==> src/rtl/obstacle_gen.sv <==
// obstacle_gen: spawns, scrolls and retires ground obstacles for the runner; pixel query is combinational.
// Optional build macro OBSTACLE_GEN_SPEEDUP_EN: scroll speed ramps from SPEED to 2*SPEED.
module obstacle_gen #(
    parameter int unsigned N_OBS     = 4,
    parameter int unsigned OBS_W     = 12,
    parameter int unsigned SPAWN_X   = 639,
    parameter int unsigned SPEED     = 3,
    parameter int unsigned MIN_GAP   = 40,
    parameter int unsigned FIRST_GAP = 90,
    parameter logic [15:0] LFSR_SEED = 16'hACE1,
    parameter int unsigned STICK_HW  = 6
) (
    input  logic       Clk,
    input  logic       Reset,
    input  logic       frame_clk,
    input  logic       playing,
    input  logic [9:0] DrawX,
    input  logic [9:0] DrawY,
    input  logic [9:0] GroundY,
    input  logic [9:0] StickmanX,
    input  logic [9:0] StickmanBottom,
    output logic       is_obstacle,
    output logic       obstacle_hit,
    output logic [3:0] obs_count
);

    localparam logic [9:0]  L_SPAWN = 10'(SPAWN_X);
    localparam logic [9:0]  L_SPEED = 10'(SPEED);
    localparam logic [9:0]  L_HW    = 10'(STICK_HW);
    localparam logic [10:0] L_WM1   = 11'(OBS_W - 1);
    localparam logic [7:0]  L_MGAP  = 8'(MIN_GAP);
    localparam logic [7:0]  L_FGAP  = 8'(FIRST_GAP);

    typedef enum logic {IDLE, RUN} state_t;

    state_t           r_state;
    logic             r_frame_q;
    logic [N_OBS-1:0] r_act;
    logic [9:0]       r_x [N_OBS];
    logic [5:0]       r_h [N_OBS];
    logic [15:0]      r_lfsr;
    logic [7:0]       r_gap;
    logic             r_hit;
    logic [3:0]       r_count;

    logic             w_tick;
    logic [9:0]       w_speed;
    logic [15:0]      w_lfsr_next;
    logic [N_OBS-1:0] w_nact;
    logic [9:0]       w_nx [N_OBS];
    logic [5:0]       w_nh [N_OBS];
    logic [7:0]       w_ngap;
    logic             w_placed;
    logic [9:0]       w_stick_l;
    logic [10:0]      w_stick_r;
    logic             w_hit_now;
    logic             w_pix;
    logic [3:0]       w_pop;

    always_ff @(posedge Clk) begin
        r_frame_q <= frame_clk;
    end

    assign w_tick      = frame_clk & ~r_frame_q;
    assign w_lfsr_next = r_lfsr[0] ? ({1'b0, r_lfsr[15:1]} ^ 16'hB400) : {1'b0, r_lfsr[15:1]};

`ifdef OBSTACLE_GEN_SPEEDUP_EN
    logic [9:0] r_speed;
    logic [8:0] r_spd_cnt;

    always_ff @(posedge Clk) begin
        if (Reset) begin
            r_speed   <= L_SPEED;
            r_spd_cnt <= '0;
        end else if (r_state == IDLE) begin
            if (playing) begin
                r_speed   <= L_SPEED;
                r_spd_cnt <= '0;
            end
        end else if (playing && w_tick) begin
            r_spd_cnt <= r_spd_cnt + 9'd1;
            if (r_spd_cnt == '1 && r_speed < 10'(2 * SPEED))
                r_speed <= r_speed + 10'd1;
        end
    end

    assign w_speed = r_speed;
`else
    assign w_speed = L_SPEED;
`endif

    // Next-tick slot image: move/retire first, then spawn into the lowest free slot of that view.
    always_comb begin
        w_nact   = r_act;
        w_nx     = r_x;
        w_nh     = r_h;
        w_ngap   = r_gap;
        w_placed = 1'b0;
        for (int unsigned i = 0; i < N_OBS; i++) begin
            if (r_act[i]) begin
                if (r_x[i] < w_speed)
                    w_nact[i] = 1'b0;
                else
                    w_nx[i] = r_x[i] - w_speed;
            end
        end
        if (r_gap != '0) begin
            w_ngap = r_gap - 8'd1;
        end else begin
            for (int unsigned i = 0; i < N_OBS; i++) begin
                if (!w_nact[i] && !w_placed) begin
                    w_placed  = 1'b1;
                    w_nact[i] = 1'b1;
                    w_nx[i]   = L_SPAWN;
                    w_nh[i]   = 6'd16 + {1'b0, r_lfsr[1:0], 3'b000};
                    w_ngap    = L_MGAP + {2'b00, r_lfsr[7:2]};
                end
            end
        end
    end

    // Height test written as Bottom+h >= GroundY so a tall obstacle near row 0 cannot wrap.
    always_comb begin
        w_stick_l = (StickmanX >= L_HW) ? (StickmanX - L_HW) : '0;
        w_stick_r = {1'b0, StickmanX} + {1'b0, L_HW};
        w_hit_now = 1'b0;
        for (int unsigned i = 0; i < N_OBS; i++) begin
            if (w_nact[i]
                && ({1'b0, w_nx[i]} <= w_stick_r)
                && (({1'b0, w_nx[i]} + L_WM1) >= {1'b0, w_stick_l})
                && (({1'b0, StickmanBottom} + {5'b0, w_nh[i]}) >= {1'b0, GroundY}))
                w_hit_now = 1'b1;
        end
    end

    always_comb begin
        w_pix = 1'b0;
        for (int unsigned i = 0; i < N_OBS; i++) begin
            if (r_act[i]
                && (DrawX >= r_x[i])
                && ({1'b0, DrawX} <= ({1'b0, r_x[i]} + L_WM1))
                && (DrawY < GroundY)
                && (({1'b0, DrawY} + {5'b0, r_h[i]}) >= {1'b0, GroundY}))
                w_pix = 1'b1;
        end
    end

    always_comb begin
        w_pop = '0;
        for (int unsigned i = 0; i < N_OBS; i++)
            w_pop = w_pop + {3'b000, r_act[i]};
    end

    always_ff @(posedge Clk) begin
        if (Reset) begin
            r_state <= IDLE;
            r_act   <= '0;
            for (int unsigned i = 0; i < N_OBS; i++) begin
                r_x[i] <= '0;
                r_h[i] <= '0;
            end
            r_lfsr  <= LFSR_SEED;
            r_gap   <= L_FGAP;
            r_hit   <= 1'b0;
            r_count <= '0;
        end else begin
            r_count <= w_pop;
            case (r_state)
                IDLE: begin
                    r_hit <= 1'b0;
                    if (playing) begin
                        r_state <= RUN;
                        r_act   <= '0;
                        for (int unsigned i = 0; i < N_OBS; i++) begin
                            r_x[i] <= '0;
                            r_h[i] <= '0;
                        end
                        r_gap <= L_FGAP;
                    end
                end
                RUN: begin
                    if (!playing) begin
                        r_state <= IDLE;
                    end else if (w_tick) begin
                        r_lfsr <= w_lfsr_next;
                        r_act  <= w_nact;
                        r_x    <= w_nx;
                        r_h    <= w_nh;
                        r_gap  <= w_ngap;
                        if (w_hit_now)
                            r_hit <= 1'b1;
                    end
                end
                default: r_state <= IDLE;
            endcase
        end
    end

    assign is_obstacle  = w_pix;
    assign obstacle_hit = r_hit;
    assign obs_count    = r_count;

endmodule

==> config.mk <==
export PLATFORM = sky130hd
export DESIGN_NAME = obstacle_gen
export DESIGN_NICKNAME = d
export VERILOG_FILES = /design/src/rtl/obstacle_gen.sv
export SDC_FILE = /design/constraint.sdc
export NUM_CORES = 1
export LEC_CHECK = 0
export ABC_CLOCK_PERIOD_IN_PS = 6150
export BUFFER_PORTS_ARGS = -buffer_cell sky130_fd_sc_hd__buf_2
export CAP_MARGIN = 20
export CELL_PAD_IN_SITES_DETAIL_PLACEMENT = 1
export CELL_PAD_IN_SITES_GLOBAL_PLACEMENT = 2
export CORE_ASPECT_RATIO = 0.5
export CORE_MARGIN = 5
export CORE_UTILIZATION = 39
export DETAILED_ROUTE_END_ITERATION = 8
export PLACE_DENSITY_LB_ADDON = 0.1
export REMOVE_ABC_BUFFERS = 1
export SLEW_MARGIN = 10
export SYNTH_ARGS = -nofsm -noshare
export SYNTH_HDL_FRONTEND = slang
export SYNTH_SLANG_ARGS = --single-unit
export TNS_END_PERCENT = 50
==> constraint.sdc <==
create_clock -name Clk -period 6.15 [get_ports Clk]
set_clock_uncertainty 0.15 [all_clocks]
set_input_delay 0.615 -clock Clk [delete_from_list [all_inputs] [get_ports Clk]]
set_output_delay 0.615 -clock Clk [all_outputs]
set_load 0.1 [all_outputs]
==> Flow_metrics.wiki, run 1 <==
{| class="wikitable"
! Metric !! Value
|-
| Average size of a mapped cell || 7.82 µm²
|-
| Die footprint || 41600 µm²
|-
| Critical path class || flop to flop
|-
| Hold depth || 1
|-
| First-pass GRT wire length || 82.8 mm
|-
| Number of clock buffers inserted by TritonCTS || 9
|-
| Post-placement cell count || 2361
|-
| Top Ports || 60
|-
| Number of unique standard cell types used by synthesis || 84
|-
| Yosys reg bits || 98
|-
| Clock insertion delay at the later pin of the skew report || 0.38 ns
|-
| Final hold violation count || 0
|-
| TritonCTS clock tree || built
|-
| Number of max-slew violations in the final report || 0
|-
| Gr ovfl total || 0
|-
| Finish-stage setup viols || 0
|-
| Power per standard cell area || ~110 nW/µm²
|-
| Clock transition at the registers of the reported paths || 0.08 ns
|-
| Iteration-0 DRC Markers || 706
|-
| Max Fclk || 170 MHz
|-
| Share of post-route cells with drive strength above 1 || 0.0691
|-
| Worst-Margin Slew || about 1.0 ns
|-
| Run status || finished clean
|-
| Via count normalized by instance count || 5.97
|-
| Synth Cell Area || 14600 µm²
|-
| Die X-Extent || 283 µm
|-
| Detailed Route WL || 53.7 mm
|-
| Asr flop ratio synth || 0
|-
| Maximum level of the CTS H-tree || 3
|-
| Cell row count || 50
|-
| Post-CTS setup buffer count || 0
|-
| Hold Buf Count CTS || 0
|-
| Mean routed wirelength per cell || 22.6 µm
|-
| Max-cap violations || 0
|-
| Estimated wirelength of the detail-placed design || 43.3 mm
|-
| Number of port buffers || 58
|-
| Number of nets in the layout || 2256
|-
| Peak VDD IR || 0.0000900 V
|-
| Internal power of the cells || 1.17 mW
|-
| RSZ-0062 raised after global routing || no
|-
| TritonCTS sink count || 98
|-
| Clock network fraction of design power || 0.377
|-
| Die height || 147 µm
|-
| Highest fanout seen on the critical path || 5
|-
| Portion of total power attributed to combinational logic || 0.259
|-
| Initial cell density of the core || 0.392
|-
| Detailed-route DRC error count || 0
|-
| Count of flip-flops with a built-in enable after synthesis || 0
|-
| Antenna fix cells || 0
|-
| Final sum of negative setup slack || 0 ns
|-
| Final non-filler cell total || 2376
|-
| Critical Path RT || 6.27 ns
|-
| Maximum buffer depth of the clock tree || 2
|-
| Root buf cell || clkbuf_16
|-
| Number of vias after detailed routing || 14200
|-
| Worst Path Arrival || around 6 ns
|-
| Warning count from the yosys run || 0
|-
| GRT Total Usage || 0.250
|-
| Kind of end point of the critical path || flop
|-
| Sequential cell fraction of total power || 0.364
|-
| Core ar. || 37200 µm²
|-
| Min Clock Period, post-route || just under 6 ns
|-
| Number of global-route vias before repair || 15000
|-
| Final clock period utilization by the worst path || 0.959
|-
| Layout overhead on the synthesized area || 7.56%
|-
| Worst-case reg-to-reg path depth || 21
|-
| Remaining number of nets flagged by the antenna check after routing || 0
|-
| Synthesized instance count || 1865
|-
| Hold WC Path Type || input port to flop
|-
| Switching Fraction || 0.336
|-
| Number of antenna violations at the first check in global routing || 2
|-
| Post-synthesis sequential area ratio || 0.135
|-
| Leakage power || roughly 6.9 nW
|-
| Slew margin rel. || 0.317
|-
| Switch Pwr || 593 µW
|-
| Main synth FF type || dfxtp_1
|-
| GP Congestion || 0.867
|-
| Largest net degree at the start of global routing || 65
|-
| Cts repair resizes || 0
|-
| Detailed Routing Iterations Pass 1 || 5
|-
| Element type at the critical path start || flop
|}
[layout by cell type (no fill, tap or decap), drive strengths merged, types with 12 or more instances in the layout]
master,count
nand2,148
a31oi,18
nand2b,23
nor4,18
nor2,190
o21ai,105
or4,12
a211oi,36
a21oi,116
o21a,32
o2111ai,17
xnor2,96
o31ai,14
or3,12
xor2,45
buf,82
and2,32
a21o,32
inv,104
nand4,29
o211ai,13
nand3,29
a22oi,56
nor2b,28
ha,315
dfxtp,98
o21bai,17
nor3,30
[worst max-delay path, cell delays in order (launching register included)]
cell and delay, ns:
dfxtp_1 0.32, inv_1 0.10, ha_1 0.22, or4b_1 0.58, or2_1 0.33, o41ai_4 0.60
nor2_1 0.09, a21oi_1 0.27, inv_1 0.11, ha_1 0.23, a211o_1 0.27, and2_1 0.19
o31ai_1 0.41, xor2_1 0.13, ha_1 0.20, a2111oi_0 0.36, o21ai_0 0.17, o2111ai_1 0.13
nand2_1 0.07, a21oi_1 0.38, o311ai_1 0.16, a211o_1 0.31
[worst paths after layout]
kind / startpoint / to / slack (ns)
worst max-delay path: r_gap[0]$_SDFFE_PP0P_ / obstacle_hit$_SDFFE_PP0P_ / 0.25
worst min-delay path: frame_clk / r_frame_q$_DFF_P_ / 0.20
worst max register to register: r_gap[0]$_SDFFE_PP0P_ / obstacle_hit$_SDFFE_PP0P_ / 0.25
worst min register to register: r_lfsr[9]$_SDFFE_PP0P_ / r_lfsr[8]$_SDFFE_PP0P_ / 0.32
[synthesized netlist by cell type, types with 4 or more instances]
cell type / instances / area (µm²)
nand2b_1: 23 / 144
a21o_1: 32 / 240
a211o_1: 8 / 70.1
clkbuf_1: 59 / 221
ha_1: 315 / 3940
o311ai_0: 4 / 35.0
o31ai_1: 12 / 90.1
or4_1: 11 / 82.6
nor2_1: 189 / 709
a31oi_1: 17 / 106
o21bai_1: 17 / 128
a22oi_1: 53 / 398
o21ai_1: 5 / 25.0
nor3_1: 29 / 145
nand3b_1: 8 / 60.1
nor3b_1: 7 / 52.6
mux2i_1: 6 / 60.1
xor2_1: 45 / 394
buf_1: 6 / 22.5
o211ai_1: 12 / 90.1
o21a_1: 32 / 240
or3_1: 12 / 75.1
o21ai_0: 100 / 500
dfxtp_1: 98 / 1960
a2111oi_0: 9 / 78.8
o2111ai_1: 17 / 149
inv_1: 103 / 387
a21oi_1: 116 / 581
fa_1: 9 / 180
and4_1: 6 / 52.6
a211oi_1: 36 / 270
nor2b_1: 28 / 175
nand2_1: 148 / 556
o22ai_1: 8 / 50.1
xnor2_1: 96 / 841
o31a_1: 4 / 35.0
nand4_1: 28 / 175
buf_2: 12 / 60.1
and2_1: 32 / 200
nor4_1: 17 / 106
nand3_1: 29 / 145
[flip-flops by register name, indices dropped and copies added (netlist names)]
name          cells
r_lfsr           16
r_act             4
r_x              40
r_frame_q         1
obs_count         3
r_state           1
r_h              24
obstacle_hit      1
r_gap             8
[metal layers]
layer	track usage	up-vias	share of wire
li1	-	6828	-
met1	0.321	7036	0.46
met2	0.436	246	0.47
met3	0.0467	65	0.045
met4	0.0621	2	0.023
met5	0	-	0.00024
[final cells by class]
class	instances	area, µm²
clock buffers	10	239
fillers	4546	21500
well taps	494	618
multi-input cells	1583	11900
flip-flops and latches	98	1960
inverters	104	390
clock inverters	5	87.6
repair buffers	82	470
[stage by stage]
step	hold WS (ns)	total power, mW	instance area, µm²	setup WS, ns	util
after floorplan	0.276	0.918	14200	0.169	-
after global placement	0.286	1.08	15300	0.677	0.413
after detailed placement	0.305	1.11	15300	0.458	0.413
after CTS	0.186	1.78	15700	0.407	0.422
after global routing	0.189	1.86	15700	0.0305	0.422
final	0.204	1.77	15700	0.254	0.422
[cells by family (layout without fill, tap and decap cells)]
kind of cell             Yosys count  count (layout)  synth area share
AO/OA/AOI/OAI                    523             523             0.247
XOR/XNOR                         141             141            0.0847
adder cells (fa/ha/maj)          324             324             0.283
buffers and inverters            184             201            0.0494
flip-flops                        98              98             0.135
multiplexers                      10              10           0.00747
other                              1               1          0.000257
AND/OR/NAND/NOR                  584             584             0.194
[power groups by stage]
stage | Clock, mW | Sequential (mW) | Combinational, mW
4_1_cts | 0.684 | 0.643 | 0.456
2_1_floorplan | 0 | 0.656 | 0.262
3_5_place_dp | 0 | 0.658 | 0.452
6_report | 0.667 | 0.643 | 0.457
3_3_place_gp | 0 | 0.658 | 0.426
5_1_grt | 0.705 | 0.644 | 0.509
Note: power is estimated with default switching activity, not from simulation.
==> run 2, diff against run 1 <==
--- a/config.mk
+++ b/config.mk
@@ -5,14 +5,14 @@
 export SDC_FILE = /design/constraint.sdc
 export NUM_CORES = 1
 export LEC_CHECK = 0
-export ABC_CLOCK_PERIOD_IN_PS = 6150
+export ABC_CLOCK_PERIOD_IN_PS = 7500
 export BUFFER_PORTS_ARGS = -buffer_cell sky130_fd_sc_hd__buf_2
 export CAP_MARGIN = 20
 export CELL_PAD_IN_SITES_DETAIL_PLACEMENT = 1
 export CELL_PAD_IN_SITES_GLOBAL_PLACEMENT = 2
 export CORE_ASPECT_RATIO = 0.5
 export CORE_MARGIN = 5
-export CORE_UTILIZATION = 39
+export CORE_UTILIZATION = 42
 export DETAILED_ROUTE_END_ITERATION = 8
 export PLACE_DENSITY_LB_ADDON = 0.1
 export REMOVE_ABC_BUFFERS = 1
==> constraint.sdc (replaced) <==
create_clock -name Clk -period 7.5 [get_ports Clk]
set_clock_uncertainty 0.15 [all_clocks]
set_input_delay 0.75 -clock Clk [delete_from_list [all_inputs] [get_ports Clk]]
set_output_delay 0.75 -clock Clk [all_outputs]
set_load 0.1 [all_outputs]
==> Flow_metrics.wiki, run 2 (synthesis gave the netlist of run 1 again) <==
{| class="wikitable"
! Metric !! Value
|-
| Run status || finished clean
|-
| Die footprint || 38800 µm²
|-
| Share of post-route cells with drive strength above 1 || 0.0610
|-
| Number of clock buffers inserted by TritonCTS || 9
|-
| Root buf cell || clkbuf_16
|-
| Number of global-route vias before repair || 15100
|-
| Post-placement cell count || 2328
|-
| Clock transition at the registers of the reported paths || 0.08 ns
|-
| Post-CTS setup buffer count || 0
|-
| Critical path class || flop to flop
|-
| Cts repair resizes || 0
|-
| Hold Buf Count CTS || 0
|-
| Mean routed wirelength per cell || between 20 and 25 µm
|-
| Detailed Route WL || 52.4 mm
|-
| Maximum buffer depth of the clock tree || 2
|-
| Final clock period utilization by the worst path || 0.841
|-
| Initial cell density of the core || 0.424
|-
| Iteration-0 DRC Markers || 640
|-
| Leakage power || roughly 6.8 nW
|-
| Worst-Margin Slew || roughly 1 ns
|-
| Number of port buffers || 58
|-
| Min Clock Period, post-route || approximately 6.3 ns
|-
| Slew margin rel. || 0.306
|-
| Antenna fix cells || 0
|-
| First-pass GRT wire length || approximately 82 mm
|-
| TritonCTS clock tree || built
|-
| Die X-Extent || 273 µm
|-
| Power per standard cell area || just under 90 nW/µm²
|-
| Estimated wirelength of the detail-placed design || 42.7 mm
|-
| Kind of end point of the critical path || flop
|-
| Top Ports || 60
|-
| Clock insertion delay at the later pin of the skew report || 0.38 ns
|-
| Registers with the most flip-flops || r_x: 40 flops, r_h: 24 flops, r_lfsr: 16 flops
|-
| Detailed-route DRC error count || 0
|-
| Remaining number of nets flagged by the antenna check after routing || 0
|-
| Post-route worst hold slack || 0.318 ns
|-
| Gr ovfl total || 0
|-
| Peak VDD IR || ~0.0001 V
|-
| Number of nets in the layout || 2243
|-
| Most used cells in the layout excluding fill and tap cells || ha_1, nor2_1, nand2_1
|-
| Layout overhead on the synthesized area || 6.27%
|-
| Max-cap violations || 0
|-
| RSZ-0062 raised after global routing || no
|-
| Final hold violation count || 0
|-
| Critical Path RT || 7.63 ns
|-
| Maximum level of the CTS H-tree || 3
|-
| Die height || ~140 µm
|-
| Number of max-slew violations in the final report || 0
|-
| GRT Total Usage || 0.268
|-
| Final sum of negative setup slack || 0 ns
|-
| Final non-filler cell total || 2344
|-
| TritonCTS sink count || 98
|-
| Number of vias after detailed routing || 14200
|-
| Cell row count || 48
|-
| Hold WC Path Type || flop to flop
|-
| Detailed Routing Iterations Pass 1 || 5
|-
| Max Fclk || 159 MHz
|-
| Post-layout utilization of the core || 0.451
|-
| GP Congestion || a little over 0.9
|-
| Worst Path Arrival || about 6.4 ns
|-
| Largest net degree at the start of global routing || 86
|-
| Via count normalized by instance count || 6.06
|-
| Number of flip-flops under the largest register name || 40
|-
| Number of antenna violations at the first check in global routing || 1
|-
| Element type at the critical path start || flop
|-
| Most common cell after layout, fill and taps aside || ha_1
|-
| Highest fanout seen on the critical path || 14
|-
| Register bank with the most flops || r_x
|-
| Core ar. || 34400 µm²
|-
| Finish-stage setup viols || 0
|}
==> run 2: worst max-delay path, cell delays in order (launching register included) <==
cell and delay, ns:
dfxtp_1 0.32, inv_1 0.10, ha_1 0.21, or4b_1 0.56, or2_1 0.57, o41ai_4 0.53
nor2_1 0.07, a21oi_1 0.29, inv_1 0.13, ha_1 0.23, a211o_1 0.27, and2_1 0.20
xnor2_1 0.23, nor2_1 0.08, ha_1 0.32, a21o_1 0.18, a2111oi_0 0.36, o21ai_0 0.15
o2111ai_1 0.14, nand2_1 0.09, a21oi_1 0.49, o311ai_1 0.17, a211o_1 0.32
==> run 2: final timing paths <==
kind | startpoint | end | slack, ns | depth (start not counted)
max | r_gap[0]$_SDFFE_PP0P_ | obstacle_hit$_SDFFE_PP0P_ | 1.19 | 22
min | r_lfsr[9]$_SDFFE_PP0P_ | r_lfsr[9]$_SDFFE_PP0P_ | 0.32 | 2
max reg2reg | r_gap[0]$_SDFFE_PP0P_ | obstacle_hit$_SDFFE_PP0P_ | 1.19 | 22
min reg2reg | r_lfsr[9]$_SDFFE_PP0P_ | r_lfsr[9]$_SDFFE_PP0P_ | 0.32 | 2
==> run 2: area by class of cell <==
cell class | instances | area, µm²
inverters | 104 | 390
clock inverters | 4 | 35.0
repair buffers | 69 | 369
clock buffers | 11 | 233
flip-flops and latches | 98 | 1960
multi-input cells | 1583 | 11900
fillers | 4273 | 18900
well taps | 475 | 594
==> run 2: stage by stage <==
step	total power [mW]	worst slack (ns)	instance area [µm²]
finish	1.36	1.19	15500
floorplan	0.753	1.25	14200
global placement	0.880	1.62	15200
CTS	1.38	1.31	15500
detailed placement	0.905	1.33	15200
global route	1.44	0.777	15500
==> run 2: where the power goes <==
| part | total, mW | switching (mW) | leakage (nW) | internal [mW] |
|---|---|---|---|---|
| Combinational | 0.369 | 0.234 | 5.88 | 0.135 |
| Clock | 0.464 | 0.236 | 0.131 | 0.228 |
| Sequential | 0.528 | 0.00485 | 0.791 | 0.523 |
==> run 2: layer usage <==
layer	share of wire	vias to the layer above	track usage
met5	0.00025	-	0
met4	0.017	2	0.0573
met3	0.046	71	0.0492
met2	0.48	250	0.473
met1	0.46	7078	0.345
li1	-	6813	-
==> run 3, diff against run 2 <==
--- a/config.mk
+++ b/config.mk
@@ -5,14 +5,15 @@
 export SDC_FILE = /design/constraint.sdc
 export NUM_CORES = 1
 export LEC_CHECK = 0
-export ABC_CLOCK_PERIOD_IN_PS = 7500
+export ABC_AREA = 1
+export ABC_CLOCK_PERIOD_IN_PS = 6200
 export BUFFER_PORTS_ARGS = -buffer_cell sky130_fd_sc_hd__buf_2
 export CAP_MARGIN = 20
 export CELL_PAD_IN_SITES_DETAIL_PLACEMENT = 1
 export CELL_PAD_IN_SITES_GLOBAL_PLACEMENT = 2
 export CORE_ASPECT_RATIO = 0.5
 export CORE_MARGIN = 5
-export CORE_UTILIZATION = 42
+export CORE_UTILIZATION = 37
 export DETAILED_ROUTE_END_ITERATION = 8
 export PLACE_DENSITY_LB_ADDON = 0.1
 export REMOVE_ABC_BUFFERS = 1
==> constraint.sdc (replaced) <==
create_clock -name Clk -period 6.2 [get_ports Clk]
set_clock_uncertainty 0.15 [all_clocks]
set_input_delay 0.62 -clock Clk [delete_from_list [all_inputs] [get_ports Clk]]
set_output_delay 0.62 -clock Clk [all_outputs]
set_load 0.1 [all_outputs]
==> Flow_metrics.wiki, run 3 <==
{| class="wikitable"
! Metric !! Value
|-
| Critical Path RT || 5.43 ns
|-
| Largest net degree at the start of global routing || 73
|-
| RSZ-0062 raised after global routing || no
|-
| GRT Total Usage || 0.228
|-
| Initial cell density of the core || 0.377
|-
| Final sum of negative setup slack || 0 ns
|-
| Top Ports || 60
|-
| Detailed Routing Iterations Pass 1 || 5
|-
| Number of clock buffers inserted by TritonCTS || 9
|-
| Number of vias after detailed routing || ~15000
|-
| Peak VDD IR || roughly 0.00010 V
|-
| Area occupied by multi-input gates || 12100 µm²
|-
| Power per standard cell area || between 100 and 150 nW/µm²
|-
| Stage delay of the slowest cell on the critical path || 0.67 ns
|-
| Sequential cell fraction of total power || 0.376
|-
| Hold depth || 1
|-
| TritonCTS sink count || between 90 and 100
|-
| Number of port buffers || just under 60
|-
| Kind of end point of the critical path || primary output
|-
| Portion of total power attributed to combinational logic || 0.286
|-
| Worst min-delay path startpoint || frame_clk
|-
| Synth Cell Area || around 15000 µm²
|-
| Post-CTS setup buffer count || 0
|-
| Detailed-route DRC error count || 0
|-
| Series of cell instances along the critical path || inv_1 -> ha_1 -> o21ai_0 -> inv_1 -> nor2_1 -> nand2_1 -> xor2_1 -> ha_1 -> a21oi_1 -> nand2_1 -> nand2_1 -> a21boi_0 -> o21ai_0 -> nand4_1 -> nand4_1 -> buf_2
|-
| Die footprint || around 46000 µm²
|-
| Post-route worst hold slack || 0.215 ns
|-
| Family with the most delay on the worst path || compound AO/OA/AOI/OAI gates
|-
| Number of nets in the layout || ~2700
|-
| Via count normalized by instance count || 5.22
|-
| Die height || 154 µm
|-
| Library cell occupying the most area in the post-synthesis netlist || ha_1
|-
| Run status || finished clean
|-
| Area share of the largest cell type after synthesis || 0.256
|-
| Switching Fraction || 0.369
|-
| Amount of wire on met3 after detailed routing || 1.11 mm
|-
| Max-cap violations || 0
|-
| Iteration-0 DRC Markers || 673
|-
| Leakage power || ~8.4 nW
|-
| First-pass GRT wire length || 84.0 mm
|-
| Share of post-route cells with drive strength above 1 || 0.0789
|-
| Cts repair resizes || 0
|-
| Critical-path cell with the highest stage delay || o21ai_0
|-
| Worst-case reg-to-reg path depth || 26
|-
| Area taken by flip-flops and latches || 1960 µm²
|-
| Wire length on met1 || 27.3 mm
|-
| Layout overhead on the synthesized area || 6.68%
|-
| Die X-Extent || around 300 µm
|-
| Asr flop ratio synth || 0
|-
| Final hold violation count || 0
|-
| Hold WC Path Type || input port to flop
|-
| Clock transition at the registers of the reported paths || 0.08 ns
|-
| Number of max-slew violations in the final report || 0
|-
| Core ar. || 40700 µm²
|-
| Top layer used by detailed routing || met4
|-
| Critical path class || flop to primary output
|-
| Switch Pwr || 629 µW
|-
| Main synth FF type || dfxtp_1
|-
| Endpoint of the worst-slack reg-to-reg timing path || obstacle_hit$_SDFFE_PP0P_
|-
| Remaining number of nets flagged by the antenna check after routing || 0
|-
| Average size of a mapped cell || 6.71 µm²
|-
| Buffering stage count on the worst path with inverters included || 3
|-
| Post-synthesis sequential area ratio || 0.128
|-
| GP Congestion || between 0.8 and 0.9
|-
| Yosys reg bits || between 90 and 100
|-
| Largest cells by area after synthesis || ha_1, dfxtp_1, nand2_1
|-
| Root buf cell || clkbuf_16
|-
| Final clock period utilization by the worst path || 0.799
|-
| Gr ovfl total || 0
|-
| Registers with the most flip-flops || r_x: 40 flops, r_h: 24 flops, r_lfsr: 16 flops
|-
| Number of unique standard cell types used by synthesis || 57
|-
| Worst-Margin Slew || around 0.95 ns
|-
| Internal power of the cells || 1.07 mW
|-
| Element type at the critical path start || flop
|-
| Fill cell total of the finished layout || approximately 5400
|-
| Max Fclk || between 200 and 250 MHz
|-
| Maximum level of the CTS H-tree || 3
|-
| Clock network fraction of design power || 0.338
|-
| Crit path top cell by count || nand2_1
|-
| Antenna fix cells || 0
|-
| Hold Buf Count CTS || 0
|-
| Cell row count || 52
|-
| Worst r2r src || r_x[0]$_SDFFE_PP0P_
|-
| Slew margin rel. || 0.364
|-
| Maximum buffer depth of the clock tree || 2
|-
| Mean routed wirelength per cell || 18.5 µm
|-
| Reg2reg setup slack || 1.29 ns
|-
| Most used cells in the layout excluding fill and tap cells || nand2_1, ha_1, inv_1
|-
| Most used standard cells in the synthesized netlist || nand2_1, ha_1, inv_1
|-
| Min Clock Period, post-route || 4.95 ns
|-
| Estimated wirelength of the detail-placed design || approximately 44 mm
|-
| Met2 wire len || 24.3 mm
|-
| Register bank with the most flops || r_x
|-
| Worst Path Arrival || approximately 4.2 ns
|-
| Most common cell after layout, fill and taps aside || nand2_1
|-
| Clock insertion delay at the later pin of the skew report || 0.39 ns
|-
| Number of global-route vias before repair || 15200
|-
| Synthesized instance count || approximately 2300
|-
| Finish-stage setup viols || 0
|-
| Capture endpoint of the worst hold path || r_frame_q$_DFF_P_
|-
| TritonCTS clock tree || built
|-
| Most instantiated library cell after synthesis || nand2_1
|-
| Detailed Route WL || 53.0 mm
|-
| Highest fanout seen on the critical path || 7
|-
| Number of antenna violations at the first check in global routing || 1
|-
| Warning count from the yosys run || 0
|-
| Count of flip-flops with a built-in enable after synthesis || 0
|-
| Number of flip-flops under the largest register name || 40
|}
## run 3: worst register-to-register path, cell delays in order (launching register included)
cell       delay [ns]
dfxtp_1          0.38
ha_1             0.25
inv_1            0.11
nand3_1          0.13
nor2_2           0.15
nor2_2           0.12
nor2_4           0.15
nand3_4          0.29
o21ai_0          0.41
ha_1             0.36
a21o_1           0.22
nand2_1          0.06
nand2_1          0.07
a21oi_1          0.26
nor2_1           0.10
xor2_1           0.15
ha_1             0.32
a21oi_1          0.16
o2111ai_1        0.13
a21oi_1          0.15
nand2_1          0.07
nor2_1           0.26
nor2_1           0.07
nand2_1          0.07
nand2_1          0.06
o21bai_1         0.11
a21oi_1          0.07
## run 3: cell families after synthesis
family,Yosys count,share of synthesized area
flip-flops,98,0.128
XOR/XNOR,145,0.0826
AND/OR/NAND/NOR,1007,0.292
other,1,0.000244
adder cells (fa/ha/maj),324,0.268
multiplexers,1,0.000733
buffers and inverters,334,0.0866
AO/OA/AOI/OAI,381,0.142
## run 3: per-layer routing
metal | track usage | vias to the layer above
met4 | 0.0272 | 0
met5 | 0 | -
li1 | - | 7674
met2 | 0.391 | 116
met1 | 0.322 | 7124
met3 | 0.0213 | 19
## run 3: metrics by stage
step / power [mW] / worst slack [ns] / std cells / cell area (µm²) / utilization
after floorplan: 0.955 / 1.67 / 2238 / 15100 / -
after global placement: 1.13 / 1.34 / 2843 / 16100 / 0.396
after detailed placement: 1.14 / 1.27 / 2843 / 16100 / 0.396
after CTS: 1.72 / 1.26 / 2858 / 16400 / 0.402
after global routing: 1.81 / 0.780 / 2858 / 16400 / 0.402
final: 1.70 / 1.25 / 2858 / 16400 / 0.402
## run 3: layout make-up
class,instances,share of cell area
Sequential cell,98,0.120
Multi-Input combinational cell,1859,0.737
Tap cell,540,0.0412
Clock inverter,6,0.00305
Inverter,281,0.0643
Timing Repair Buffer,65,0.0209
Clock buffer,9,0.0137
## run 3: worst max path at each step
stage	end	slack, ns	depth (start not counted)	from
final	is_obstacle	1.25	16	r_x[0]$_SDFFE_PP0P_
after global placement	is_obstacle	1.34	17	DrawY[0]
after CTS	is_obstacle	1.26	17	DrawY[0]
after detailed placement	is_obstacle	1.27	17	DrawY[0]
after global routing	obstacle_hit$_SDFFE_PP0P_	0.78	30	r_x[0]$_SDFFE_PP0P_
after floorplan	is_obstacle	1.67	18	DrawY[0]
## run 3: power by group through the flow
stage	registers (mW)	clock network (mW)	logic (mW)
2_1_floorplan	0.653	0	0.302
3_3_place_gp	0.655	0	0.477
3_5_place_dp	0.655	0	0.489
4_1_cts	0.640	0.590	0.492
5_1_grt	0.641	0.616	0.557
6_report	0.640	0.575	0.487
